$ cat src/rtl/neurotransmitter_sweep_scheduler.sv
// Sweeps the five neurotransmitter subsystems one at a time: one-hot update enable, settle window,
// then commit of that subsystem's 2-bit field into the committed level register.
module neurotransmitter_sweep_scheduler #(
    parameter int          SETTLE_CYCLES = 2,
    parameter int          SWEEP_PERIOD  = 16,
    parameter int          OVR_W         = 4,
    parameter logic [9:0]  RESET_LEVEL   = 10'h155
) (
    input  logic             clk,
    input  logic             rst_n,
    input  logic             tick,
    input  logic             force_sweep,
    input  logic             freeze,
    input  logic [9:0]       level_next,
    output logic [9:0]       level_reg,
    output logic [4:0]       update_en,
    output logic             busy,
    output logic             sweep_done,
    output logic [OVR_W-1:0] overrun_cnt
);
    localparam int SW = $clog2(SETTLE_CYCLES + 1);
    localparam int PW = $clog2(SWEEP_PERIOD + 1);

    typedef enum logic [1:0] {IDLE, SETTLE, SAMPLE, DONE} state_t;

    state_t           state, state_nxt;
    logic [2:0]       ch, ch_nxt;
    logic [SW-1:0]    cnt, cnt_nxt;
    logic [PW-1:0]    pcnt, pcnt_nxt;
    logic             pending, pending_nxt;
    logic [OVR_W-1:0] ovr_nxt;
    logic [9:0]       level_nxt;
    logic [4:0]       upd_nxt;
    logic             busy_nxt, done_nxt;
    logic             wrap_req, req, start;

    always_ff @(posedge clk or negedge rst_n) begin
        if (!rst_n) begin
            state       <= IDLE;
            ch          <= '0;
            cnt         <= '0;
            pcnt        <= '0;
            pending     <= 1'b0;
            overrun_cnt <= '0;
            level_reg   <= RESET_LEVEL;
            update_en   <= '0;
            busy        <= 1'b0;
            sweep_done  <= 1'b0;
        end else begin
            state       <= state_nxt;
            ch          <= ch_nxt;
            cnt         <= cnt_nxt;
            pcnt        <= pcnt_nxt;
            pending     <= pending_nxt;
            overrun_cnt <= ovr_nxt;
            level_reg   <= level_nxt;
            update_en   <= upd_nxt;
            busy        <= busy_nxt;
            sweep_done  <= done_nxt;
        end
    end

    always_comb begin
        state_nxt   = state;
        ch_nxt      = ch;
        cnt_nxt     = cnt;
        pcnt_nxt    = pcnt;
        pending_nxt = pending;
        ovr_nxt     = overrun_cnt;
        level_nxt   = level_reg;

        // Free-running time base, independent of freeze and sweep activity.
        wrap_req = tick && (pcnt == PW'(SWEEP_PERIOD - 1));
        if (tick)
            pcnt_nxt = wrap_req ? '0 : pcnt + PW'(1);

        req   = wrap_req || force_sweep;
        start = (state == IDLE) && !freeze && (req || pending);

        // A fresh request arriving while the queued one is served re-arms the queue slot.
        if (start)
            pending_nxt = pending && req;
        else if (req && !pending)
            pending_nxt = 1'b1;
        else if (req && overrun_cnt != {OVR_W{1'b1}})
            ovr_nxt = overrun_cnt + OVR_W'(1);

        case (state)
            IDLE: begin
                if (start) begin
                    state_nxt = SETTLE;
                    ch_nxt    = '0;
                    cnt_nxt   = '0;
                end
            end
            SETTLE: begin
                if (cnt == SW'(SETTLE_CYCLES - 1))
                    state_nxt = SAMPLE;
                else
                    cnt_nxt = cnt + SW'(1);
            end
            SAMPLE: begin
                for (int k = 0; k < 5; k++)
                    if (ch == 3'(k))
                        level_nxt[2*k +: 2] = level_next[2*k +: 2];
                if (ch == 3'd4) begin
                    state_nxt = DONE;
                end else begin
                    state_nxt = SETTLE;
                    ch_nxt    = ch + 3'd1;
                    cnt_nxt   = '0;
                end
            end
            DONE: begin
                state_nxt = IDLE;
                ch_nxt    = '0;
            end
            default: state_nxt = IDLE;
        endcase

        // Outputs are registered from the next state so they stay Moore-style.
        busy_nxt = (state_nxt == SETTLE) || (state_nxt == SAMPLE);
        upd_nxt  = busy_nxt ? (5'b00001 << ch_nxt) : 5'b00000;
        done_nxt = (state_nxt == DONE);
    end
endmodule

$ cat config.mk
export PLATFORM = sky130hd
export DESIGN_NAME = neurotransmitter_sweep_scheduler
export DESIGN_NICKNAME = d
export VERILOG_FILES = /design/src/rtl/neurotransmitter_sweep_scheduler.sv
export SDC_FILE = /design/constraint.sdc
export NUM_CORES = 1
export LEC_CHECK = 0
export CELL_PAD_IN_SITES_DETAIL_PLACEMENT = 0
export CELL_PAD_IN_SITES_GLOBAL_PLACEMENT = 1
export CORE_MARGIN = 2
export CORE_UTILIZATION = 30
export DETAILED_ROUTE_END_ITERATION = 8
export PLACE_DENSITY_LB_ADDON = 0.12
export SYNTH_ARGS = -nofsm -noshare
export SYNTH_HDL_FRONTEND = slang
export SYNTH_SLANG_ARGS = --single-unit
$ cat constraint.sdc
create_clock -name clk -period 2.9 [get_ports clk]
set_clock_uncertainty 0.15 [all_clocks]
set_input_delay 0.58 -clock clk [delete_from_list [all_inputs] [get_ports clk]]
set_output_delay 0.58 -clock clk [all_outputs]
set_load 0.005 [all_outputs]
==> results.tsv <==
stage	metric	value	unit
setup_path	ff2ff_path_depth	8	
place	place_inst	236	
clock_tree	cts_tree	done	
logic_synthesis	synthTopCellsByCount	dfrtp_1 (29), mux2_2 (13), inv_1 (11)	
cells_and_area	register_area	857	sq um
detailed_routing	dr.pass1.iters	4	
logic_synthesis	yosysWarnings	0	
logic_synthesis	ys.flop_type	dfrtp_1	
detailed_routing	drt-wirelength-per-cell	12.5	um
detailed_routing	ant_nets	0	
logic_synthesis	yosysTopAreaCellShare	45.1	%
logic_synthesis	synth_fp_nets	154	
clock_tree	cts_hold_buf	0	
logic_synthesis	synthCells	130	
floorplanning	io_pins	36	
place	portBuffers	35	
logic_synthesis	ys_ff_latch	34	
clock_tree	numCtsBuffers	5	
clock_tree	clk_pin_slew	70	ps
setup_path	path_class	in -> reg	
power	leakage	0.000923	uW
worst_hold_path	hp-start	overrun_cnt[3]$_DFFE_PN0P_	
logic_synthesis	yosysMostFrequentCell	dfrtp_1	
status	status	completed	
power	p_per_area	1010	nW/um^2
timing	maxSlewHeadroom	71.0	%
setup_path	worstReg2RegEnd	update_en[3]$_DFF_PN0_	
clock_tree	cts_root_buf	clkbuf_8	
clock_tree	cts_buffer_depth	2	
timing	slew_viol_final	0	
floorplanning	fp.coreArea	5140	sq um
floorplanning	rows	26	
clock_tree	clock_sinks	34	
place	gp_congestion	0.712	
detailed_routing	num_vias	1108	
cells_and_area	drive_above_1_share	19.5	%
cells_and_area	largest_reg_flops	10	
setup_path	setup.worst_path.start_class	input port	
clock_tree	cts_setup_buffers	0	
grt	grt_max_degree	35	
grt	grt_pass1_wl	5560	um
clock_tree	insertion_delay	290	ps
floorplanning	dieArea	5970	sq um
cells_and_area	postLayoutCoreUtil	41.6	%
timing	worstMarginPinSlew	432	ps
logic_synthesis	async_flop_share	100	%
worst_hold_path	hold_class	reg -> reg	
setup_path	cp_data_required_time	2970	ps
worst_hold_path	whs_endpoint	overrun_cnt[3]$_DFFE_PN0P_	
cells_and_area	multi_input_comb_area	694	sq um
setup_path	critPathCaptureType	flip-flop	
place	dp_hpwl	2240	um
logic_synthesis	synth_cell_types	42	
setup_path	r2r_slack	450	ps
grt	gr-total-overflow	0	
floorplanning	dieHeight	77.2	um
timing	rsz0062_at_grt	no	
cells_and_area	area_delta_synth_final	32.7	%
detailed_routing	drt_iter0_drc	23	
detailed_routing	viasPerCell	4.54	
cells_and_area	nets	197	
setup_path	worst-path-max-fanout	5	
cells_and_area	antenna_cells	0	
detailed_routing	drc	0	
cells_and_area	instances_no_fill	244	
worst_hold_path	hold_path_depth	1	
logic_synthesis	syn-cell-area	1610	sq um
grt	antenna_found_initial	0	
timing	setup_viol	0	
timing	fmax	396	MHz
timing	fin_crit	2520	ps
timing	setup_tns	0	ps
setup_path	worstPathArrival	2600	ps
clock_tree	cts_resized	0	
clock_tree	h-tree-depth	2	
logic_synthesis	yosys-top-cells-area	dfrtp_1 (45%), mux2_2 (9.1%), dfstp_2 (8.2%)	
setup_path	rr_startpoint	pcnt[0]$_DFFE_PN0P_	
cells_and_area	fillCellCount	519	
timing	hold_viol_final	0	
detailed_routing	wl	3060	um
logic_synthesis	syn_area_per_cell	12.4	sq um
floorplanning	die_x	77.2	um
logic_synthesis	synth-edff-count	0	
grt	grt_pass1_vias	1132	
timing	period_share	87.1	%
grt	grt_use_total	11.8	%
logic_synthesis	yosys.area.top_type	dfrtp_1	
run	maxCapViolations	0	
floorplanning	initial_core_util	31.3	%
logic_synthesis	ys_seq_area_share	53.3	%
power	irDropWorstVdd	0.405	mV
[stage by stage]
stage | power (uW) | hold slack [ps] | worst slack, ps | instance area [sq um]
floorplan | 1420 | 134 | 645 | 1610
global placement | 1810 | 321 | 154 | 2050
detailed placement | 1840 | 332 | 108 | 2050
CTS | 2190 | 346 | 397 | 2140
global route | 2350 | 372 | 270 | 2140
finish | 2150 | 344 | 375 | 2140
[area by class of cell]
| cell class | instances | area share, % |
|---|---|---|
| inverters | 11 | 1.93 |
| well taps | 70 | 4.10 |
| flip-flops and latches | 34 | 40.1 |
| clock buffers | 6 | 3.40 |
| multi-input cells | 83 | 32.5 |
| repair buffers | 38 | 17.5 |
| clock inverters | 2 | 0.469 |
[layer usage]
metal	GRT usage (%)	wire, um	vias to the layer above
met4	4.82	57	0
met1	15.5	1470	533
met2	17.6	1360	24
met5	0	0	-
li1	-	-	546
met3	4.24	173	5
[worst max-delay path, stage by stage]
cell and delay (ps):
clkdlybuf4s50_1 410, and4_1 240, a21oi_2 240, a21oi_1 130, ha_1 330, inv_1 80, a311o_1 340, and3b_1 240
[cell families after synthesis]
| group | share of synthesized area (%) |
|---|---|
| multiplexers | 9.72 |
| AO/OA/AOI/OAI | 8.87 |
| buffers and inverters | 3.58 |
| XOR/XNOR | 3.27 |
| adder cells (fa/ha/maj) | 7.62 |
| flip-flops | 53.3 |
| AND/OR/NAND/NOR | 13.7 |
[layout by cell type (no fill, tap or decap), types with 2 or more instances in the layout]
cell / synthesis / layout
xnor2_1: 2 / 2
nand4_1: 2 / 2
ha_1: 9 / 9
buf_4: 0 / 3
clkdlybuf4s50_1: 0 / 35
nor2_1: 6 / 6
xor2_1: 4 / 4
inv_1: 11 / 11
o21ai_0: 3 / 3
nor3_1: 4 / 4
mux2_2: 13 / 13
dfrtp_1: 29 / 29
clkbuf_8: 0 / 5
clkinv_2: 0 / 2
nand3_1: 3 / 3
nor3b_1: 2 / 2
dfstp_2: 5 / 5
nand2_1: 8 / 8
nor4b_1: 2 / 2
[power by group]
| part | internal (uW) | switching [uW] |
|---|---|---|
| clock | 166 | 169 |
| combinational | 544 | 394 |
| sequential | 708 | 172 |
| total | 1420 | 735 |
[worst max-delay path by stage]
stage,startpoint,to,depth (start not counted)
global route,tick,update_en[3]$_DFF_PN0_,8
detailed placement,tick,update_en[3]$_DFF_PN0_,8
CTS,tick,update_en[3]$_DFF_PN0_,8
floorplan,pcnt[0]$_DFFE_PN0P_,update_en[3]$_DFF_PN0_,8
finish,tick,update_en[3]$_DFF_PN0_,8
global placement,tick,update_en[3]$_DFF_PN0_,8
No activity file was read; power rests on OpenSTA's default activity.
